[config.mk]
export PLATFORM = sky130hd
export DESIGN_NAME = sphere_area_sched
export DESIGN_NICKNAME = d
export VERILOG_FILES = /design/src/rtl/sphere_area_sched.sv
export SDC_FILE = /design/constraint.sdc
export NUM_CORES = 1
export LEC_CHECK = 0
export BUFFER_PORTS_ARGS = -buffer_cell sky130_fd_sc_hd__buf_2
export CORE_AREA = 2 2 79 81
export DETAILED_ROUTE_END_ITERATION = 10
export DIE_AREA = 0 0 81 83
export GPL_TIMING_DRIVEN = 0
export PLACE_DENSITY = 0.87
export SLEW_MARGIN = 40
export SYNTH_ARGS = -nofsm -noshare
export SYNTH_HDL_FRONTEND = slang
export SYNTH_SLANG_ARGS = --single-unit
[constraint.sdc]
create_clock -name clk -period 7.8 [get_ports clk]
set_input_delay 1.56 -clock clk [delete_from_list [all_inputs] [get_ports clk]]
set_output_delay 1.56 -clock clk [all_outputs]
set_load 0.03 [all_outputs]
[src/rtl/sphere_area_sched.sv]
// sphere_area_sched: round-robin scheduler sharing one sphere-area datapath
// between NUM_REQ requesters. One job in flight; results are returned tagged
// with the requester ID over a valid/ready port.
// Optional feature macro: SPHERE_AREA_SCHED_ZERO_BYPASS_EN
//   defined   -> a granted radius of 0 skips the datapath (area 0, no error)
//   undefined -> radius 0 runs through the datapath like any other value

module sphere_area_sched #(
  parameter int unsigned NUM_REQ = 4,
  parameter int unsigned LATENCY = 6,
  parameter int unsigned TIMEOUT = 15
) (
  input  logic                       clk,
  input  logic                       rst,
  input  logic [NUM_REQ-1:0]         req_valid,
  input  logic [16*NUM_REQ-1:0]      req_radius,
  output logic [NUM_REQ-1:0]         req_ready,
  output logic                       dp_en,
  output logic [15:0]                dp_radius,
  input  logic [25:0]                dp_area,
  input  logic                       dp_rdy,
  output logic                       res_valid,
  output logic [25:0]                res_area,
  output logic [$clog2(NUM_REQ)-1:0] res_id,
  output logic                       res_err,
  input  logic                       res_ready,
  output logic                       busy
);

  localparam int unsigned ID_W   = $clog2(NUM_REQ);
  localparam int unsigned RAD_W  = 16;
  localparam int unsigned AREA_W = 26;
  localparam int unsigned CNT_W  = $clog2(TIMEOUT + 1);

  // Elaboration-time parameter sanity checks
  if (NUM_REQ < 2 || NUM_REQ > 8) begin : g_bad_num_req
    $error("sphere_area_sched: NUM_REQ must be in 2..8");
  end
  if (TIMEOUT <= LATENCY) begin : g_bad_timeout
    $error("sphere_area_sched: TIMEOUT must exceed LATENCY");
  end

  typedef enum logic [1:0] {
    ST_IDLE = 2'd0,
    ST_RUN  = 2'd1,
    ST_OUT  = 2'd2,
    ST_GAP  = 2'd3
  } state_t;

  state_t              state_q;
  state_t              state_d;
  logic [ID_W-1:0]     rr_ptr;
  logic [RAD_W-1:0]    rad_q;
  logic [CNT_W-1:0]    cnt_q;

  logic                grant_hit;
  logic [ID_W-1:0]     grant_id;
  logic [RAD_W-1:0]    grant_rad;
  logic                load_job;
  logic                cap_ok;
  logic                cap_err;
  logic                cap_zero;

  // Round-robin pick: first requester at or after rr_ptr, wrapping
  always_comb begin : arb
    int unsigned idx;
    idx       = 0;
    grant_hit = 1'b0;
    grant_id  = '0;
    for (int unsigned k = 0; k < NUM_REQ; k++) begin
      idx = (32'(rr_ptr) + k) % NUM_REQ;
      if (!grant_hit && req_valid[ID_W'(idx)]) begin
        grant_hit = 1'b1;
        grant_id  = ID_W'(idx);
      end
    end
  end

  // Radius of the requester currently being picked
  always_comb begin : grant_rad_mux
    grant_rad = '0;
    for (int unsigned k = 0; k < NUM_REQ; k++) begin
      if (grant_id == ID_W'(k)) begin
        grant_rad = req_radius[RAD_W*k +: RAD_W];
      end
    end
  end

  // FSM state register
  always_ff @(posedge clk or negedge rst) begin
    if (!rst) begin
      state_q <= ST_IDLE;
    end else begin
      state_q <= state_d;
    end
  end

  // FSM next state and per-cycle control strobes
  always_comb begin : fsm_next
    state_d   = state_q;
    req_ready = '0;
    load_job  = 1'b0;
    cap_ok    = 1'b0;
    cap_err   = 1'b0;
    cap_zero  = 1'b0;
    case (state_q)
      ST_IDLE: begin
        if (grant_hit) begin
          req_ready[grant_id] = 1'b1;
          load_job            = 1'b1;
          state_d             = ST_RUN;
`ifdef SPHERE_AREA_SCHED_ZERO_BYPASS_EN
          if (grant_rad == '0) begin
            cap_zero = 1'b1;
            state_d  = ST_OUT;
          end
`endif
        end
      end
      ST_RUN: begin
        // A result arriving on the last allowed cycle still wins over the abort
        if (dp_rdy) begin
          cap_ok  = 1'b1;
          state_d = ST_OUT;
        end else if (cnt_q == CNT_W'(TIMEOUT - 1)) begin
          cap_err = 1'b1;
          state_d = ST_OUT;
        end
      end
      ST_OUT: begin
        if (res_ready) begin
          state_d = ST_GAP;
        end
      end
      ST_GAP: begin
        state_d = ST_IDLE;
      end
      default: begin
        state_d = ST_IDLE;
      end
    endcase
  end

  // Job registers: pointer, radius, cycle counter and result capture
  always_ff @(posedge clk or negedge rst) begin
    if (!rst) begin
      rr_ptr    <= '0;
      rad_q     <= '0;
      cnt_q     <= '0;
      res_valid <= 1'b0;
      res_area  <= '0;
      res_id    <= '0;
      res_err   <= 1'b0;
    end else begin
      res_valid <= (state_d == ST_OUT);
      if (load_job) begin
        rad_q  <= grant_rad;
        res_id <= grant_id;
        rr_ptr <= (grant_id == ID_W'(NUM_REQ - 1)) ? '0 : grant_id + ID_W'(1);
      end
      if (state_q == ST_RUN) begin
        cnt_q <= cnt_q + CNT_W'(1);
      end else begin
        cnt_q <= '0;
      end
      if (cap_ok) begin
        res_area <= dp_area;
        res_err  <= 1'b0;
      end else if (cap_err || cap_zero) begin
        res_area <= AREA_W'(0);
        res_err  <= cap_err;
      end
    end
  end

  // Datapath drive and status decoded from registered state
  assign dp_en     = (state_q == ST_RUN);
  assign dp_radius = rad_q;
  assign busy      = (state_q != ST_IDLE);

endmodule

Word level (Yosys, flattened, before mapping)
Index checks and enable logic that the tools add are counted.
{"block": "word_totals", "mem_count": 0, "input_bits": 98, "out_inout_bits": 52, "latchBits": 0, "reg_bits": 54, "ramBits": 0, "word_cells": 80, "mem_bits_ro": 0}
{"block": "op_classes", "n_mul": 0, "addsub": 5, "shifts": 0, "n_reduce_logical": 11, "n_mux": 42, "n_lt_le_gt_ge": 6, "n_div": 0, "eq_ne": 8, "n_bitwise": 0}
{"cell": "$mux W16", "count": 4}
{"cell": "$mux W26", "count": 2}
{"cell": "$mux W1", "count": 18}
{"cell": "$mux W2", "count": 9}
{"cell": "$lt A2 B3 Y1 const B", "count": 5}
{"cell": "$mux W4", "count": 3}
{"cell": "$eq A2 B2 Y1 const B", "count": 5}
{"cell": "$bmux W1 S2", "count": 4}
{"cell": "$pmux W2 S4", "count": 1}
{"cell": "$add A2 B1 Y2 const B", "count": 2}
{"cell": "$add A2 B2 Y2 const B", "count": 2}
{"cell": "$add A4 B1 Y4 const B", "count": 1}
{"cell": "$eq A2 B1 Y1 const B", "count": 2}
{"cell": "$eq A4 B4 Y1 const B", "count": 1}
{"cell": "$logic_and A1 B1 Y1", "count": 4}
{"cell": "$logic_not A2 Y1", "count": 2}
{"cell": "$reduce_bool A2 Y1", "count": 2}
{"cell": "$logic_not A1 Y1", "count": 3}
{"cell": "$demux W1 S2", "count": 1}
{"cell": "$ge A2 B1 Y1 const B", "count": 1}

Depth between registers and ports, before layout
{"block": "logic_depth", "ltp_word": 18, "ltp_mapped": 10, "depth_no_buf": 7}

Worst setup path after synthesis
Ideal clock, no wire load.
{"block": "synth_timing", "path_kind": "input to output", "start": "input port req_valid[1]", "end": "output port req_ready[2]", "n_path_buf": 4, "t_arrival_ns": 3.474, "t_required_ns": 6.240, "path_stages": 8, "setup_slack_ns": 2.766, "cell_sequence": "or4_4 -> buf_6 -> clkbuf_1 -> nand3_1 -> ha_1 -> clkbuf_1 -> clkbuf_1 -> and3_1"}
{"block": "synth_between", "elab_chain_cells": 18, "word_cells_on_any_way": 29, "classes_between": "order compare (2); mux (20); reduce/logical (7)"}
{"item": "start: declaration", "line_no": "15", "source": "input logic [NUM_REQ-1:0] req_valid,"}
{"item": "$bmux W1 S2", "line_no": "72", "source": "if (!grant_hit && req_valid[ID_W'(idx)]) begin"}
{"item": "$mux W1 (implied by the code)", "line_no": "72"}
{"item": "$mux W1", "line_no": "72"}
{"item": "$logic_not A1 Y1", "line_no": "72"}
{"item": "$logic_and A1 B1 Y1", "line_no": "72"}
{"item": "$mux W1", "line_no": "72"}
{"item": "$logic_not A1 Y1", "line_no": "72"}
{"item": "$logic_and A1 B1 Y1", "line_no": "72"}
{"item": "(+2 left out)"}
{"item": "$logic_and A1 B1 Y1", "line_no": "72"}
{"item": "$mux W2", "line_no": "72"}
{"item": "$lt A2 B3 Y1 (implied by the code) / $ge A2 B1 Y1 (equally long branches)", "line_no": "109", "source": "req_ready[grant_id] = 1'b1;"}
{"item": "$logic_and A1 B1 Y1 (implied by the code)", "line_no": "109"}
{"item": "$mux W1 (implied by the code)", "line_no": "109"}
{"item": "$demux W1 S2", "line_no": "109"}
{"item": "$mux W4 *", "line_no": "108", "source": "if (grant_hit) begin"}
{"item": "$mux W4 *", "line_no": "106", "source": "case (state_q)"}
{"item": "end: declaration", "line_no": "17", "source": "output logic [NUM_REQ-1:0] req_ready,"}
Mark *: on every way between the ends. The rest lies on a longest branch, timed or not. The select of a mux whose other input is x is not followed.

Worst setup path in the final report
Ends and elaborated chain as after synthesis.

==> metrics.txt <==
CTS H-tree depth 2; final number of setup-violating endpoints 0; syn_area_per_cell 9.96 sq um; first-pass GRT wire length 12200 um; Setup TNS 0 ns; DRT iter0 DRCs 99; final antenna-violating net count 0; Tcrit/Tclk final 70.3%; fmax 182 MHz; clock slew at reported path FFs 0.09 ns; Die Span Y 83 um; Slowest cell on crit path or4_4; largest net degree at the start of global routing 55; die footprint 6720 sq um; measured slew at the worst slew-check pin 0.656 ns; Starting Density 47.3%; Worst R2R End dp_radius[9]; fill count 500; Die Width 81 um; Num Clock Sinks 54; max-cap violations 0; RSZ-0062 raised after global routing no; detailed-route DRC error count 0; multi-input logic area 1200 sq um; CP Depth 10; post-CTS sizing 0; critical path's largest stage delay 0.53 ns; gr usage total 22.8%; CTS Root Cell clkbuf_8; Seq/Total Area, Yosys 49.2%; cells after synthesis 276; depth of the worst register-to-register path 8; # diodes 0; run status complete, no violations; Setup CP Type input pin to primary output; VDD IR-drop max 238 uV; Ys Warns 0; gr ovfl total 0; Final min period 5.48 ns; Setup Fix Bufs, Post-CTS 0; fraction of layout cells with a size suffix above 1 39.0%; area delta synth->final 33.9%; Post-DP Area 3590 sq um; vias in the first global route 2633; core area 5820 sq um; I/O Pins 150; worst endpoint required time 6.24 ns; Layout Skew 0.00617 ns; Worst Setup EP req_ready[2]; hold crit path type flop to flop; max-slew violations 0; Reg-to-Reg Start rr_ptr[1]; Final Hold Fails 0; crit-path cells buf_2, or4_4, buf_6, clkbuf_1, nand3_1, ha_1, clkbuf_1, clkbuf_1, and3_1, buf_2; Pwr Density 436 nW/um^2; Bufs on Longest Clock Path 2; R2R Setup Slk 5.28 ns; post-synthesis cell type count 31; post-route design area 3680 sq um; Mapped Area 2750 sq um; synthesis-stage register bit count 54; Syn Nets 380; routed vias 2720; CTS tree yes; final wirelength 7760 um; routability cong. 0.920; CTS Buf Count 5; initial antenna violation count 0; sequential cell area 1350 sq um; Top delay family on crit path buffers and inverters; CP bufs+invs 6; Site Rows 28; post-DP HPWL 6050 um; DRT Pass-1 Iters 4; worst setup path start req_valid[1]; Crit path top cell by count clkbuf_1; worst-path maximum fanout 10; DR WL/cell 15.3 um; port bufs 149; critical path launch point type input pin; cts hold-fix bufs 0; NumNets Final 536; leak pwr 1.90 nW; Worst slew margin 56.3%; latest clock arrival within the worst-skew pair 0.30 ns; DR vias/cell 5.35; Critical Path AT 3.92 ns; Worst Setup End Kind primary output
through the flow:
stage	std cells	setup slack, ns	hold slack (ns)	utilization, %	power, mW
2_1_floorplan	276	2.77	0.455	-	1.17
3_3_place_gp	500	2.35	0.475	61.7	1.43
3_5_place_dp	500	2.33	0.485	61.7	1.46
4_1_cts	508	2.32	0.504	63.3	1.61
5_1_grt	508	2.16	0.524	63.3	1.72
6_report	508	2.32	0.495	63.3	1.61
placed cells by master, fill, tap and decap left out:
cell type and n:
a21boi_0 2, a21o_1 1, a21oi_1 35, a221o_1 16
a22o_1 26, a2bb2oi_1 1, a31o_1 1, a31o_2 1
a31oi_1 17, a41o_1 1, and2_1 2, and2_4 1
and3_1 6, buf_2 155, buf_4 1, buf_6 2
clkbuf_1 16, clkbuf_8 5, clkinv_2 1, clkinv_4 1
clkinvlp_4 1, dfrtp_1 54, ha_1 6, inv_1 20
mux2i_1 2, nand2_1 20, nand2b_1 4, nand3_1 4
nand3b_1 16, nor2_1 8, o21ai_0 2, o21bai_1 1
o22ai_1 1, or4_4 1, xnor2_1 1, xor2_1 1
final cells by class:
class	instances	share of cell area (%)
multi-input combinational	177	32.7
inverter	20	2.04
clock inverter	3	0.578
buffer	25	3.20
clock buffer	5	1.87
sequential	54	36.7
timing repair buffer	149	20.3
tap	75	2.55
power by group:
group | leakage, nW | internal (mW) | total, mW | switching [mW]
logic | 1.20 | 0.349 | 0.960 | 0.612
registers | 0.658 | 0.414 | 0.492 | 0.0774
clock network | 0.0441 | 0.0632 | 0.154 | 0.0910
total | 1.90 | 0.826 | 1.61 | 0.780
per-layer routing:
layer | routed length, um | track usage, % | up-vias
met1 | 3210 | 28.0 | 1237
met5 | 0 | 0 | -
met2 | 3700 | 39.4 | 148
li1 | - | - | 1321
met4 | 162 | 7.09 | 0
met3 | 691 | 4.67 | 14
flip-flops by register name, indices dropped and copies added, names as in the netlist:
register and flops:
rr_ptr 2, res_valid 1, res_err 1, state_q 2, res_area 26, res_id 2, dp_radius 16, cnt_q 4
worst min-delay path by stage:
stage,start,end,slack [ns],cells past startpoint
after floorplan,cnt_q[0],cnt_q[0],0.45,1
after global routing,cnt_q[0],cnt_q[0],0.52,1
after global placement,cnt_q[0],cnt_q[0],0.47,1
after CTS,cnt_q[0],cnt_q[0],0.50,1
after detailed placement,res_area[22],res_area[22],0.49,1
final,cnt_q[0],cnt_q[0],0.50,1
synthesized netlist by cell type:
| master | instances | share of area, % |
|---|---|---|
| dfrtp_1 | 54 | 49 |
| a21oi_1 | 35 | 6.4 |
| a22o_1 | 26 | 8.3 |
| inv_1 | 20 | 2.7 |
| nand2_1 | 20 | 2.7 |
| a31oi_1 | 17 | 3.9 |
| a221o_1 | 16 | 5.8 |
| clkbuf_1 | 16 | 2.2 |
| nand3b_1 | 16 | 4.4 |
| nor2_1 | 8 | 1.1 |
| buf_2 | 7 | 1.3 |
| and3_1 | 6 | 1.4 |
| ha_1 | 6 | 2.7 |
| nand2b_1 | 4 | 0.91 |
| nand3_1 | 4 | 0.73 |
| a21boi_0 | 2 | 0.55 |
| and2_1 | 2 | 0.46 |
| buf_6 | 2 | 0.82 |
| mux2i_1 | 2 | 0.73 |
| o21ai_0 | 2 | 0.36 |
| a21o_1 | 1 | 0.27 |
| a2bb2oi_1 | 1 | 0.32 |
| a31o_1 | 1 | 0.32 |
| a31o_2 | 1 | 0.32 |
| a41o_1 | 1 | 0.36 |
| and2_4 | 1 | 0.32 |
| o21bai_1 | 1 | 0.27 |
| o22ai_1 | 1 | 0.23 |
| or4_4 | 1 | 0.41 |
| xnor2_1 | 1 | 0.32 |
| xor2_1 | 1 | 0.32 |
logic make-up after synthesis:
logic type               Yosys count  synth area share [%]
AO/OA/AOI/OAI                    105                  27.4
XOR/XNOR                           2                 0.637
adder cells (fa/ha/maj)            6                  2.73
buffers and inverters             45                  7.01
flip-flops                        54                  49.2
multiplexers                       2                 0.728
AND/OR/NAND/NOR                   62                  12.4
worst register-to-register path, delay by kind of cell (launching register included):
family / cells / cell delay, ns
flip-flops: 1 / 0.44
adder cells (fa/ha/maj): 1 / 0.28
AND/OR/NAND/NOR: 1 / 0.27
AO/OA/AOI/OAI: 4 / 0.94
multiplexers: 1 / 0.14
buffers and inverters: 1 / 0.38
Power figures use the tool's default switching activity.
